===== src/rtl/risc_pkg.sv =====
// Shared definitions for the Risc pipeline: opcodes, instruction fields, IF FSM states.
package risc_pkg;

  localparam int unsigned INST_W  = 32;
  localparam int unsigned OPC_MSB = 31;
  localparam int unsigned OPC_LSB = 25;

  localparam logic [6:0] OPCODE_HALT = 7'b1111111;
  localparam logic [6:0] OPCODE_NOP  = 7'b0000000;

  // Field layout: opcode 31:25, DR 24:20, SA 19:15, SB 14:10, imm 9:0
  typedef struct packed {
    logic [6:0] opcode;
    logic [4:0] dr;
    logic [4:0] sa;
    logic [4:0] sb;
    logic [9:0] imm;
  } inst_t;

  localparam logic [INST_W-1:0] INST_NOP = {OPCODE_NOP, 25'd0};

  typedef enum logic [1:0] {
    IDLE   = 2'd0,
    RUN    = 2'd1,
    HALTED = 2'd2
  } if_state_t;

  // True when the word carries the HALT opcode
  function automatic logic is_halt(input logic [INST_W-1:0] inst);
    return inst[OPC_MSB:OPC_LSB] == OPCODE_HALT;
  endfunction

endpackage


===== src/rtl/risc_if_stage_hold_buf.sv =====
// One-entry skid buffer holding a fetched {inst, pc} while decode is stalled.
module if_hold_buf #(
  parameter int unsigned PC_W = 32
) (
  input  logic            clk,
  input  logic            rst_n,
  input  logic            push,
  input  logic            pop,
  input  logic            flush,
  input  logic [31:0]     push_inst,
  input  logic [PC_W-1:0] push_pc,
  output logic            full,
  output logic [31:0]     inst,
  output logic [PC_W-1:0] pc
);

  // Flush beats push beats pop; push and pop never coincide in the fetch stage
  always_ff @(posedge clk or negedge rst_n) begin
    if (!rst_n) begin
      full <= 1'b0;
      inst <= 32'd0;
      pc   <= '0;
    end else if (flush) begin
      full <= 1'b0;
    end else if (push) begin
      full <= 1'b1;
      inst <= push_inst;
      pc   <= push_pc;
    end else if (pop) begin
      full <= 1'b0;
    end
  end

endmodule


===== src/rtl/risc_if_stage.sv =====
// Instruction-fetch stage: owns the PC, drives the synchronous imem, absorbs
// decode stalls, applies EX redirects and stops fetching after a HALT.
// Optional feature macro: IF_PERF_CNT_EN (fetch/bubble performance counters).
module risc_if_stage
  import risc_pkg::*;
#(
  parameter int unsigned     PC_W     = 32,
  parameter logic [PC_W-1:0] RESET_PC = '0
) (
  input  logic            clk,
  input  logic            rst_n,
  output logic [PC_W-1:0] imem_addr,
  output logic            imem_oen,
  input  logic [31:0]     imem_rdata,
  input  logic            stall,
  input  logic            redirect_valid,
  input  logic [PC_W-1:0] redirect_pc,
  output logic            if_valid,
  output logic [31:0]     if_inst,
  output logic [PC_W-1:0] if_pc,
  output logic            halt_fetched,
  output logic [31:0]     perf_fetch_cnt,
  output logic [31:0]     perf_bubble_cnt
);

  if_state_t       state_q, state_d;
  logic [PC_W-1:0] pc_q, pc_d;
  logic            pend_v_q, pend_v_d;
  logic [PC_W-1:0] pend_pc_q, pend_pc_d;
  logic            halt_d;
  logic            out_load;
  logic            ld_valid;
  logic [31:0]     ld_inst;
  logic [PC_W-1:0] ld_pc;
  logic            buf_push, buf_pop, buf_flush, buf_full;
  logic [31:0]     buf_inst;
  logic [PC_W-1:0] buf_pc;

  if_hold_buf #(.PC_W(PC_W)) u_hold_buf (
    .clk       (clk),
    .rst_n     (rst_n),
    .push      (buf_push),
    .pop       (buf_pop),
    .flush     (buf_flush),
    .push_inst (imem_rdata),
    .push_pc   (pend_pc_q),
    .full      (buf_full),
    .inst      (buf_inst),
    .pc        (buf_pc)
  );

  // FSM state register
  always_ff @(posedge clk or negedge rst_n) begin
    if (!rst_n) state_q <= IDLE;
    else        state_q <= state_d;
  end

  // Next-state, PC and output-register control; redirect overrides stall and HALT
  always_comb begin
    state_d   = state_q;
    pc_d      = pc_q;
    pend_v_d  = 1'b0;
    pend_pc_d = pend_pc_q;
    halt_d    = halt_fetched;
    out_load  = 1'b0;
    ld_valid  = 1'b0;
    ld_inst   = INST_NOP;
    ld_pc     = '0;
    buf_push  = 1'b0;
    buf_pop   = 1'b0;
    buf_flush = 1'b0;
    if (redirect_valid) begin
      state_d   = RUN;
      pc_d      = redirect_pc;
      buf_flush = 1'b1;
      out_load  = 1'b1;
      halt_d    = 1'b0;
    end else begin
      unique case (state_q)
        IDLE: state_d = RUN;
        RUN: begin
          if (stall) begin
            // pc holds, so the in-flight word is the only one that needs parking
            buf_push = pend_v_q;
          end else begin
            pc_d      = pc_q + PC_W'(1);
            pend_v_d  = 1'b1;
            pend_pc_d = pc_q;
            out_load  = 1'b1;
            if (buf_full) begin
              buf_pop  = 1'b1;
              ld_valid = 1'b1;
              ld_inst  = buf_inst;
              ld_pc    = buf_pc;
            end else if (pend_v_q) begin
              ld_valid = 1'b1;
              ld_inst  = imem_rdata;
              ld_pc    = pend_pc_q;
            end
            if (ld_valid && is_halt(ld_inst)) begin
              state_d  = HALTED;
              halt_d   = 1'b1;
              pend_v_d = 1'b0;
            end
          end
        end
        HALTED: out_load = !stall;  // HALT consumed, bubble follows
        default: state_d = IDLE;
      endcase
    end
  end

  // Datapath registers: pc, in-flight tag, imem enable, output register
  always_ff @(posedge clk or negedge rst_n) begin
    if (!rst_n) begin
      pc_q         <= RESET_PC;
      pend_v_q     <= 1'b0;
      pend_pc_q    <= '0;
      imem_oen     <= 1'b1;
      halt_fetched <= 1'b0;
      if_valid     <= 1'b0;
      if_inst      <= 32'd0;
      if_pc        <= '0;
    end else begin
      pc_q         <= pc_d;
      pend_v_q     <= pend_v_d;
      pend_pc_q    <= pend_pc_d;
      imem_oen     <= (state_d != RUN);
      halt_fetched <= halt_d;
      if (out_load) begin
        if_valid <= ld_valid;
        if_inst  <= ld_inst;
        if_pc    <= ld_pc;
      end
    end
  end

  assign imem_addr = pc_q;

`ifdef IF_PERF_CNT_EN
  logic [31:0] fetch_cnt_q, bubble_cnt_q;

  // Saturating counters of consumed instructions and RUN-state bubbles
  always_ff @(posedge clk or negedge rst_n) begin
    if (!rst_n) begin
      fetch_cnt_q  <= 32'd0;
      bubble_cnt_q <= 32'd0;
    end else begin
      if (if_valid && !stall && (fetch_cnt_q != 32'hFFFF_FFFF))
        fetch_cnt_q <= fetch_cnt_q + 32'd1;
      if (!if_valid && (state_q == RUN) && (bubble_cnt_q != 32'hFFFF_FFFF))
        bubble_cnt_q <= bubble_cnt_q + 32'd1;
    end
  end

  assign perf_fetch_cnt  = fetch_cnt_q;
  assign perf_bubble_cnt = bubble_cnt_q;
`else
  assign perf_fetch_cnt  = 32'd0;
  assign perf_bubble_cnt = 32'd0;
`endif

endmodule


===== config.mk =====
export PLATFORM = sky130hd
export DESIGN_NAME = risc_if_stage
export DESIGN_NICKNAME = d
export VERILOG_FILES = /design/src/rtl/risc_pkg.sv /design/src/rtl/risc_if_stage_hold_buf.sv /design/src/rtl/risc_if_stage.sv
export SDC_FILE = /design/constraint.sdc
export NUM_CORES = 1
export LEC_CHECK = 0
export BUFFER_PORTS_ARGS = -buffer_cell sky130_fd_sc_hd__buf_2
export CELL_PAD_IN_SITES_DETAIL_PLACEMENT = 1
export CELL_PAD_IN_SITES_GLOBAL_PLACEMENT = 1
export CORE_ASPECT_RATIO = 0.7
export CORE_MARGIN = 1.5
export CORE_UTILIZATION = 37
export CTS_BUF_LIST = sky130_fd_sc_hd__clkbuf_16
export DETAILED_ROUTE_END_ITERATION = 8
export PLACE_DENSITY_LB_ADDON = 0.1
export REMOVE_ABC_BUFFERS = 1
export SLEW_MARGIN = 20
export SYNTH_ARGS = -nofsm -noshare
export SYNTH_HDL_FRONTEND = slang
export SYNTH_SLANG_ARGS = --single-unit
export TNS_END_PERCENT = 5

===== constraint.sdc =====
create_clock -name clk -period 2 [get_ports clk]
set_input_delay 0.4 -clock clk [delete_from_list [all_inputs] [get_ports clk]]
set_output_delay 0.4 -clock clk [all_outputs]
set_load 0.02 [all_outputs]

==> results.sh, run 1 <==
export IMPL_fmax_mhz=513
export IMPL_dp_hpwl_mm=17.9
export IMPL_cap_violations=0
export IMPL_slew_violations=0
export IMPL_grt_max_degree=52
export IMPL_antennaDiodeCount=0
export IMPL_ys_seq_area_share_pct=54.3
export IMPL_die_y_um=135
export IMPL_detail_route_first_pass_iterations=4
export IMPL_endpoint_kind="flop"
export IMPL_dr_total_vias=6924
export IMPL_synth_area_leader_cell="dfrtp_1"
export IMPL_layout_drive_gt1_share_pct=36.0
export IMPL_arrival_ns=2.31
export IMPL_crit_fanout=22
export IMPL_drt_met1_wl_mm=12.3
export IMPL_route_met3_wl_mm=1.27
export IMPL_cp_slowest_cell="or4_4"
export IMPL_nets=1103
export IMPL_clk_pin_slew_worst_paths_ns=0.08
export IMPL_ant_nets=0
export IMPL_path_cells="nand3_2 -> or4_4 -> or4_1 -> a31oi_1"
export IMPL_synth_cell_types=47
export IMPL_dpl_cell_count=1328
export IMPL_vias_per_cell=5.09
export IMPL_top_layer="met5"
export IMPL_fin_tns_setup_ns=0
export IMPL_htreeDepth=4
export IMPL_min_period_over_period_pct=97.5
export IMPL_max_stage_delay_ns=0.68
export IMPL_netlist_instances=838
export IMPL_routed_wl_mm=25.3
export IMPL_io_pins=231
export IMPL_clk_latency_ns=0.44
export IMPL_num_rows=47
export IMPL_cts_buffers=17
export IMPL_overflow=0
export IMPL_period_needed_ns=1.95
export IMPL_port_buffers=166
export IMPL_cts_buffer_depth=2
export IMPL_syn_area_per_cell_um2=10.9
export IMPL_ys_ff_latch=199
export IMPL_drc_errors=0
export IMPL_cts_root_buf="clkbuf_16"
export IMPL_powerDensity_mw_per_mm2=968
export IMPL_p_leak_uw=0.00511
export IMPL_netlist_area_leader_share_pct=54.0
export IMPL_fill_cells=2689
export IMPL_cp_start_kind="flop"
export IMPL_cts_tree="done"
export IMPL_core_mm2=0.0240
export IMPL_clock_skew_ns=0.0142
export IMPL_synthTopCellsByArea="dfrtp_1 54%, mux2_2 12%, buf_4 5.2%"
export IMPL_status="completed"
export IMPL_hold_violations=0
export IMPL_initial_utilization_pct=38.2
export IMPL_antenna_found_initial=1
export IMPL_finalSetupViolations=0
export IMPL_ys_warn_count=0
export IMPL_postSynth_asyncResetShare_pct=100
export IMPL_final_cells=1360
export IMPL_setup_worst_path_class="reg -> reg"
export IMPL_routedWlPerCell_um=18.6
export IMPL_rsz0062_at_grt="true"
export IMPL_grt_usage_pct=20.2
export IMPL_worst_ep_required_time_ns=2.36
export IMPL_finalWeightedCongestion=0.784
export IMPL_met2_length_mm=11.5
export IMPL_die_area_mm2=0.0258
export IMPL_area_delta_synth_final_pct=22.3
export IMPL_fin_area_mm2=0.0112
export IMPL_synth_edf_count=0
export IMPL_synth_top_flop_cell="dfrtp_1"
export IMPL_netlist_area_mm2=0.00917
export IMPL_die_w_um=191
export IMPL_yosys_top_cells_count="198 x dfrtp_1, 101 x nand2_1, 96 x mux2_2, 80 x o21ai_0, 64 x buf_4"
export IMPL_irDropWorstVdd_mv=0.672
export IMPL_hp_class="in -> reg"
export IMPL_grt_pass1_wl_mm=40.0
export IMPL_synth_most_common_cell="dfrtp_1"
export IMPL_clock_sinks=199
export IMPL_drt_iter0_markers=279
export IMPL_post_route_util_pct=46.7
export IMPL_post_dp_cell_area_mm2=0.0106
export IMPL_grt_pass1_vias=6987
worst max-delay path, delay by kind of cell, from the launching register on:
kind	cells	cell delay [ns]
AO/OA/AOI/OAI	1	0.18
flip-flops	1	0.37
AND/OR/NAND/NOR	3	1.31
logic make-up (layout without fill, tap and decap cells):
logic type,after synthesis,count (layout),synth area share [%]
other,1,64,0.0409
XOR/XNOR,10,10,0.955
multiplexers,97,97,11.9
buffers and inverters,127,268,7.94
adder cells (fa/ha/maj),5,5,0.682
AND/OR/NAND/NOR,206,206,10.8
flip-flops,199,199,54.3
AO/OA/AOI/OAI,193,193,13.4
per-stage QoR:
step	hold slack [ns]	total power [uW]	setup slack, ns
floorplan	0.104	6560	-2.02
global placement	0.352	7400	0.0280
detailed placement	0.347	7500	-0.123
CTS	0.158	11000	0.0138
global route	0.187	11400	-0.0474
finish	0.183	10900	0.0492
cells in the final DEF (no fill, tap or decap), types with 8 or more instances in the layout:
cell,instances
conb_1,64
a22oi_1,61
o21ai_0,79
nor2_1,27
buf_2,165
buf_12,11
nand2_1,99
a31oi_1,18
dfrtp_1,197
clkbuf_16,17
inv_1,8
nand4_1,10
or4_1,19
buf_4,51
nand3_1,16
mux2_2,96
o31ai_1,17
final cells by class:
type	instances	area (um2)	area share, %
timing repair buffer	229	1450	13.0
clock buffer	17	425	3.79
sequential	199	4980	44.4
multi-input combinational	575	3770	33.6
inverter	8	30.0	0.268
clock inverter	14	150	1.34
tap	318	398	3.55
final timing paths:
kind	start	endpoint	slack [ns]	cells after the start
setup / recovery	imem_addr[15]$_DFFE_PN0P_	imem_addr[26]$_DFFE_PN0P_	0.05	4
hold / removal	redirect_pc[1]	imem_addr[1]$_DFFE_PN0P_	0.18	3
setup reg to reg	imem_addr[15]$_DFFE_PN0P_	imem_addr[26]$_DFFE_PN0P_	0.05	4
hold reg to reg	if_inst[26]$_DFFE_PN0P_	if_inst[26]$_DFFE_PN0P_	0.47	2
max in group asynchronous	rst_n	pend_pc_q[6]$_DFFE_PN0P_	0.88	3
min in group asynchronous	rst_n	if_pc[23]$_DFFE_PN0P_	0.44	2
flip-flops by register name, summed over array words and instances (netlist names), 2 cells and up:
| register | cells |
|---|---|
| if_inst | 32 |
| state_q | 2 |
| imem_addr | 32 |
| if_pc | 32 |
| pend_pc_q | 32 |
| u_hold_buf.pc | 32 |
| u_hold_buf.inst | 32 |
timing repair:
action                                 4_1_cts  5_1_grt
endpoints found under the hold margin       34        0
gates resized for setup                      4       10
buffers inserted                             0        0
hold buffers                                 1        0
setup endpoints to repair                   10       78
pin swaps                                    0        5
metal layers:
layer,GRT usage [%],up-vias
met5,0,-
met4,3.78,2
met3,4.47,10
met2,30.3,152
met1,30.2,3481
li1,-,3279
power breakdown:
group | total, uW | internal [uW] | switching [uW]
clock network | 3450 | 1850 | 1600
registers | 5320 | 4820 | 495
logic | 2090 | 981 | 1110
(Power assumes the default switching activity.)
==> run 2, diff against run 1 <==
--- a/config.mk
+++ b/config.mk
@@ -13,6 +13,7 @@
 export CORE_UTILIZATION = 37
 export CTS_BUF_LIST = sky130_fd_sc_hd__clkbuf_16
 export DETAILED_ROUTE_END_ITERATION = 8
+export MAX_ROUTING_LAYER = met4
 export PLACE_DENSITY_LB_ADDON = 0.1
 export REMOVE_ABC_BUFFERS = 1
 export SLEW_MARGIN = 20
==> run 2 against run 1 <==
Flip-flop and latch count unchanged. Global-route usage up 0.60 points. Worst setup slack gained 0.0032 ns. Sequential share of layout area about the same. Combinational power barely moved. Critical path depth stayed put. Largest cell class unchanged. Clock skew down 0.0012 ns. Utilization about the same.
==> results.sh, run 2 (synthesized netlist as in run 1, its figures left out) <==
export IMPL_status="completed"
export IMPL_grt_pass1_wl_mm=40.0
export IMPL_fmax_mhz=513
export IMPL_cap_violations=0
export IMPL_slew_violations=0
export IMPL_routed_wl_mm=25.2
export IMPL_endpoint_kind="flop"
export IMPL_cp_slowest_cell="or4_4"
export IMPL_cts_buffers=17
export IMPL_arrival_ns=2.30
export IMPL_dp_slack_ns=-0.123
export IMPL_hold_violations=0
export IMPL_ant_nets=0
export IMPL_rsz0062_at_grt="true"
export IMPL_clk_pin_slew_worst_paths_ns=0.08
export IMPL_min_period_over_period_pct=97.4
export IMPL_grt_max_degree=52
export IMPL_clk_latency_ns=0.43
export IMPL_cts_tree="done"
export IMPL_postCtsSetupBuffers=0
export IMPL_fin_tns_setup_ns=0
export IMPL_period_needed_ns=1.95
export IMPL_p_leak_uw=0.00511
export IMPL_clock_skew_ns=0.0130
export IMPL_cts_buffer_depth=2
export IMPL_drc_errors=0
export IMPL_fill_cells=2689
export IMPL_nets=1103
export IMPL_die_w_um=191
export IMPL_layout_drive_gt1_share_pct=36.0
export IMPL_overflow=0
export IMPL_drt_iter0_markers=305
export IMPL_finalPower_uw=10900
export IMPL_worst_path_dominant_cell_family="simple AND/OR/NAND/NOR gates"
export IMPL_die_y_um=135
export IMPL_path_cells="nand3_2 -> or4_4 -> or4_1 -> a31oi_1"
export IMPL_worst_slack_ns=0.0524
export IMPL_dp_hpwl_mm=17.9
export IMPL_crit_fanout=22
export IMPL_cts_root_buf="clkbuf_16"
export IMPL_timing_hold_ws_ns=0.187
export IMPL_die_area_mm2=0.0258
export IMPL_finalSetupViolations=0
export IMPL_powerDensity_mw_per_mm2=968
export IMPL_num_rows=47
export IMPL_clock_sinks=199
export IMPL_final_cell_mix="197 x dfrtp_1, 165 x buf_2, 99 x nand2_1"
export IMPL_worst_ep_required_time_ns=2.35
export IMPL_irDropWorstVdd_mv=0.660
export IMPL_finalWeightedCongestion=0.795
export IMPL_worst_path_buf_inv=0
export IMPL_max_stage_delay_ns=0.68
export IMPL_cp_start_kind="flop"
export IMPL_detail_route_first_pass_iterations=4
export IMPL_core_mm2=0.0240
export IMPL_port_buffers=166
export IMPL_final_common_cell="dfrtp_1"
export IMPL_vias_per_cell=5.09
export IMPL_initial_utilization_pct=38.2
export IMPL_routedWlPerCell_um=18.6
export IMPL_dr_total_vias=6924
export IMPL_grt_pass1_vias=6992
export IMPL_setup_worst_path_class="reg -> reg"
export IMPL_hp_class="in -> reg"
export IMPL_grt_usage_pct=20.8
export IMPL_htreeDepth=4
export IMPL_io_pins=231
export IMPL_area_delta_synth_final_pct=22.3
export IMPL_antenna_found_initial=1
-- run 2: cell count changes in the layout (fill, tap and decap cells not counted), sizes merged --
cell and change:
diode +1
-- run 2: cell type report --
cell class	count	area, um2	share of cell area, %
sequential	199	4980	44.4
multi-input combinational	575	3770	33.6
timing repair buffer	229	1450	13.0
clock buffer	17	425	3.79
tap	318	398	3.55
clock inverter	14	150	1.34
inverter	8	30.0	0.268
antenna	1	2.50	0.0223
-- run 2: stage by stage --
step / std cells / util (%) / instance area, um2
detailed placement: 1328 / 44.1 / 10600
global placement: 1328 / 44.1 / 10600
global route: 1361 / 46.8 / 11200
finish: 1361 / 46.8 / 11200
CTS: 1360 / 46.6 / 11200
floorplan: 782 / - / 8710
-- run 2: worst paths after layout --
check,from,to,slack [ns],cells past startpoint
max,imem_addr[15]$_DFFE_PN0P_,imem_addr[26]$_DFFE_PN0P_,0.05,4
min,redirect_pc[1],imem_addr[1]$_DFFE_PN0P_,0.19,3
max reg2reg,imem_addr[15]$_DFFE_PN0P_,imem_addr[26]$_DFFE_PN0P_,0.05,4
min reg2reg,if_inst[26]$_DFFE_PN0P_,if_inst[26]$_DFFE_PN0P_,0.47,2
max in group asynchronous,rst_n,pend_pc_q[6]$_DFFE_PN0P_,0.87,3
min in group asynchronous,rst_n,if_pc[23]$_DFFE_PN0P_,0.44,2
-- run 2: what timing repair did --
action | in CTS | in global routing
gates resized for setup | 4 | 10
setup endpoints to repair | 10 | 77
pin swaps | 0 | 5
endpoints found under the hold margin | 34 | 0
hold buffers | 1 | 0
gates cloned | 0 | 0
-- run 2: layer usage --
| metal | GRT usage, % | part of all wire (%) | vias up |
|---|---|---|---|
| met2 | 30.3 | 45 | 140 |
| met1 | 30.2 | 50 | 3499 |
| met4 | 3.78 | 0.25 | 0 |
| met5 | - | 0 | - |
| met3 | 4.31 | 4.2 | 4 |
| li1 | - | - | 3281 |
-- run 2: tightest hold or removal path, stage by stage --
cell and delay, ns:
buf_2 0.08, nand2_1 0.04, o21ai_0 0.06
-- run 2: report_power, final --
| part | leakage, uW | internal (uW) | switching (uW) | total (uW) |
|---|---|---|---|---|
| Sequential | 0.00248 | 4820 | 497 | 5320 |
| Combinational | 0.00235 | 981 | 1110 | 2090 |
| Clock | 0.000272 | 1850 | 1590 | 3440 |
==> run 3, diff against run 2 <==
--- a/config.mk
+++ b/config.mk
@@ -5,14 +5,14 @@
 export SDC_FILE = /design/constraint.sdc
 export NUM_CORES = 1
 export LEC_CHECK = 0
-export BUFFER_PORTS_ARGS = -buffer_cell sky130_fd_sc_hd__buf_2
 export CELL_PAD_IN_SITES_DETAIL_PLACEMENT = 1
 export CELL_PAD_IN_SITES_GLOBAL_PLACEMENT = 1
 export CORE_ASPECT_RATIO = 0.7
 export CORE_MARGIN = 1.5
-export CORE_UTILIZATION = 37
+export CORE_UTILIZATION = 44
 export CTS_BUF_LIST = sky130_fd_sc_hd__clkbuf_16
 export DETAILED_ROUTE_END_ITERATION = 8
+export DONT_BUFFER_PORTS = 1
 export MAX_ROUTING_LAYER = met4
 export PLACE_DENSITY_LB_ADDON = 0.1
 export REMOVE_ABC_BUFFERS = 1
==> run 3 against run 2 <==
The run now ends with hold timing, setup timing left. Final area down 7.6%. Maximum frequency down 3.9%. Die area down 16%. Largest cell class unchanged.
==> results.sh, run 3 (synthesized netlist as in run 1, its figures left out) <==
export IMPL_port_buffers=0
export IMPL_initial_utilization_pct=45.6
export IMPL_cts_tree="done"
export IMPL_endpoint_kind="flop"
export IMPL_num_rows=43
export IMPL_clock_skew_ns=0.0128
export IMPL_fill_cells=2167
export IMPL_switching_share_pct=29.9
export IMPL_area_delta_synth_final_pct=13.0
export IMPL_clock_sinks=199
export IMPL_worst_path_buf_inv=1
export IMPL_routed_wl_mm=25.9
export IMPL_post_dp_cell_area_mm2=0.00966
export IMPL_grt_pass1_vias=7116
export IMPL_worst_ep_required_time_ns=2.35
export IMPL_cts_buffers=17
export IMPL_worst_path_dominant_cell_family="simple AND/OR/NAND/NOR gates"
export IMPL_crit_fanout=12
export IMPL_irDropWorstVdd_mv=0.458
export IMPL_dr_total_vias=6670
export IMPL_setup_worst_path_class="reg -> reg"
export IMPL_powerDensity_mw_per_mm2=1020
export IMPL_failed_checks="hold timing, setup timing"
export IMPL_cp_common_cell="or4_1"
export IMPL_post_route_util_pct=51.5
export IMPL_power_frac_clock_pct=32.0
export IMPL_timing_hold_ws_ns=-0.346
export IMPL_fin_area_mm2=0.0104
export IMPL_nets=946
export IMPL_final_cell_mix="197 x dfrtp_1, 99 x nand2_1, 96 x mux2_2"
export IMPL_cp_slowest_cell="or4_1"
export IMPL_hold_violations=199
export IMPL_die_y_um=124
export IMPL_r2r_start="imem_addr[5]$_DFFE_PN0P_"
export IMPL_worst_slack_ns=-0.0262
export IMPL_pwr_share_seq_pct=51.3
export IMPL_fin_tns_setup_ns=-0.0262
export IMPL_power_frac_comb_pct=16.7
export IMPL_overflow=0
export IMPL_detail_route_first_pass_iterations=4
export IMPL_vias_per_cell=5.77
export IMPL_final_common_cell="dfrtp_1"
export IMPL_die_w_um=176
export IMPL_clk_pin_slew_worst_paths_ns=0.07
export IMPL_finalPower_uw=10600
export IMPL_arrival_ns=2.38
export IMPL_die_area_mm2=0.0217
export IMPL_io_pins=231
export IMPL_grt_pass1_wl_mm=40.1
export IMPL_core_mm2=0.0201
export IMPL_max_stage_delay_ns=0.54
export IMPL_fmax_mhz=494
export IMPL_cts_buffer_depth=2
export IMPL_r2r_cells=5
export IMPL_grt_usage_pct=24.9
export IMPL_drc_errors=0
export IMPL_finalSetupViolations=1
export IMPL_period_needed_ns=2.03
export IMPL_min_period_over_period_pct=101
export IMPL_antenna_found_initial=1
export IMPL_rsz0062_at_grt="true"
export IMPL_routedWlPerCell_um=22.4
export IMPL_cp_start_kind="flop"
export IMPL_clk_latency_ns=0.44
export IMPL_reg2reg_to="imem_addr[18]$_DFFE_PN0P_"
export IMPL_p_int_uw=7430
export IMPL_p_leak_uw=0.00437
export IMPL_ant_nets=0
export IMPL_path_cells="nand3_4 -> or4_1 -> buf_4 -> or4_1 -> a31oi_1"
export IMPL_dp_hpwl_mm=17.6
export IMPL_slew_violations=0
export IMPL_status="finished, violations left"
export IMPL_finalWeightedCongestion=0.860
export IMPL_switchingPower_uw=3170
export IMPL_hp_class="in -> async"
export IMPL_cts_root_buf="clkbuf_16"
export IMPL_drt_iter0_markers=420
export IMPL_dp_slack_ns=-0.00304
export IMPL_reg2reg_slack_ns=-0.03
export IMPL_layout_drive_gt1_share_pct=25.3
export IMPL_grt_max_degree=200
export IMPL_cap_violations=0
export IMPL_htreeDepth=4
-- run 3: worst max path at each step --
stage                                   startpoint  cells after the start  slack (ns)                         to
after floorplan               state_q[1]$_DFF_PN0_                      6       -2.02     if_inst[0]$_DFFE_PN0P_
after global placement        state_q[1]$_DFF_PN0_                      7        0.03  imem_addr[27]$_DFFE_PN0P_
after detailed placement      state_q[1]$_DFF_PN0_                      7      -0.003  imem_addr[27]$_DFFE_PN0P_
after CTS                     state_q[1]$_DFF_PN0_                      7      0.0002  imem_addr[27]$_DFFE_PN0P_
after global routing      imem_addr[5]$_DFFE_PN0P_                      5       -0.07  imem_addr[18]$_DFFE_PN0P_
final                     imem_addr[5]$_DFFE_PN0P_                      5       -0.03  imem_addr[18]$_DFFE_PN0P_
-- run 3: power groups by stage --
stage | Sequential, uW | Clock (uW) | Combinational (uW)
floorplan | 5450 | 0 | 1110
global placement | 5420 | 0 | 1640
detailed placement | 5520 | 0 | 1740
CTS | 5440 | 3460 | 1750
global route | 5560 | 3590 | 1940
finish | 5440 | 3390 | 1770
-- run 3: metrics by stage --
stage               cells  hold slack (ns)
floorplan             782            0.104
global placement     1118            0.110
detailed placement   1118            0.107
CTS                  1149           -0.365
global route         1156           -0.371
finish               1156           -0.346
-- run 3: worst register-to-register path, cell delays in order (launching register included) --
cell and delay, ns:
dfrtp_1 0.40, nand3_4 0.13, or4_1 0.54, buf_4 0.19
or4_1 0.48, a31oi_1 0.20
-- run 3: final cells by class --
| cell class | count | area (um2) | area share, % |
|---|---|---|---|
| Sequential cell | 199 | 4980 | 48.1 |
| Multi-Input combinational cell | 577 | 3820 | 36.8 |
| Timing Repair Buffer | 70 | 629 | 6.07 |
| Clock buffer | 17 | 425 | 4.10 |
| Tap cell | 270 | 338 | 3.26 |
| Clock inverter | 14 | 141 | 1.36 |
| Inverter | 8 | 30.0 | 0.290 |
| Antenna cell | 1 | 2.50 | 0.0241 |
-- run 3: per-layer routing --
metal	GRT usage, %	vias to the layer above	wire, um
met3	6.84	21	1830
met4	5.66	0	271
met5	-	-	0
met2	39.6	201	12400
li1	-	2966	-
met1	32.0	3482	11400
-- run 3: repair_timing --
| item | 4_1_cts | 5_1_grt |
|---|---|---|
| endpoints found under the hold margin | 199 | 199 |
| gates cloned | 0 | 2 |
| buffers inserted | 0 | 4 |
| setup endpoints to repair | 3 | 62 |
| gates resized for setup | 4 | 18 |
| pin swaps | 0 | 3 |
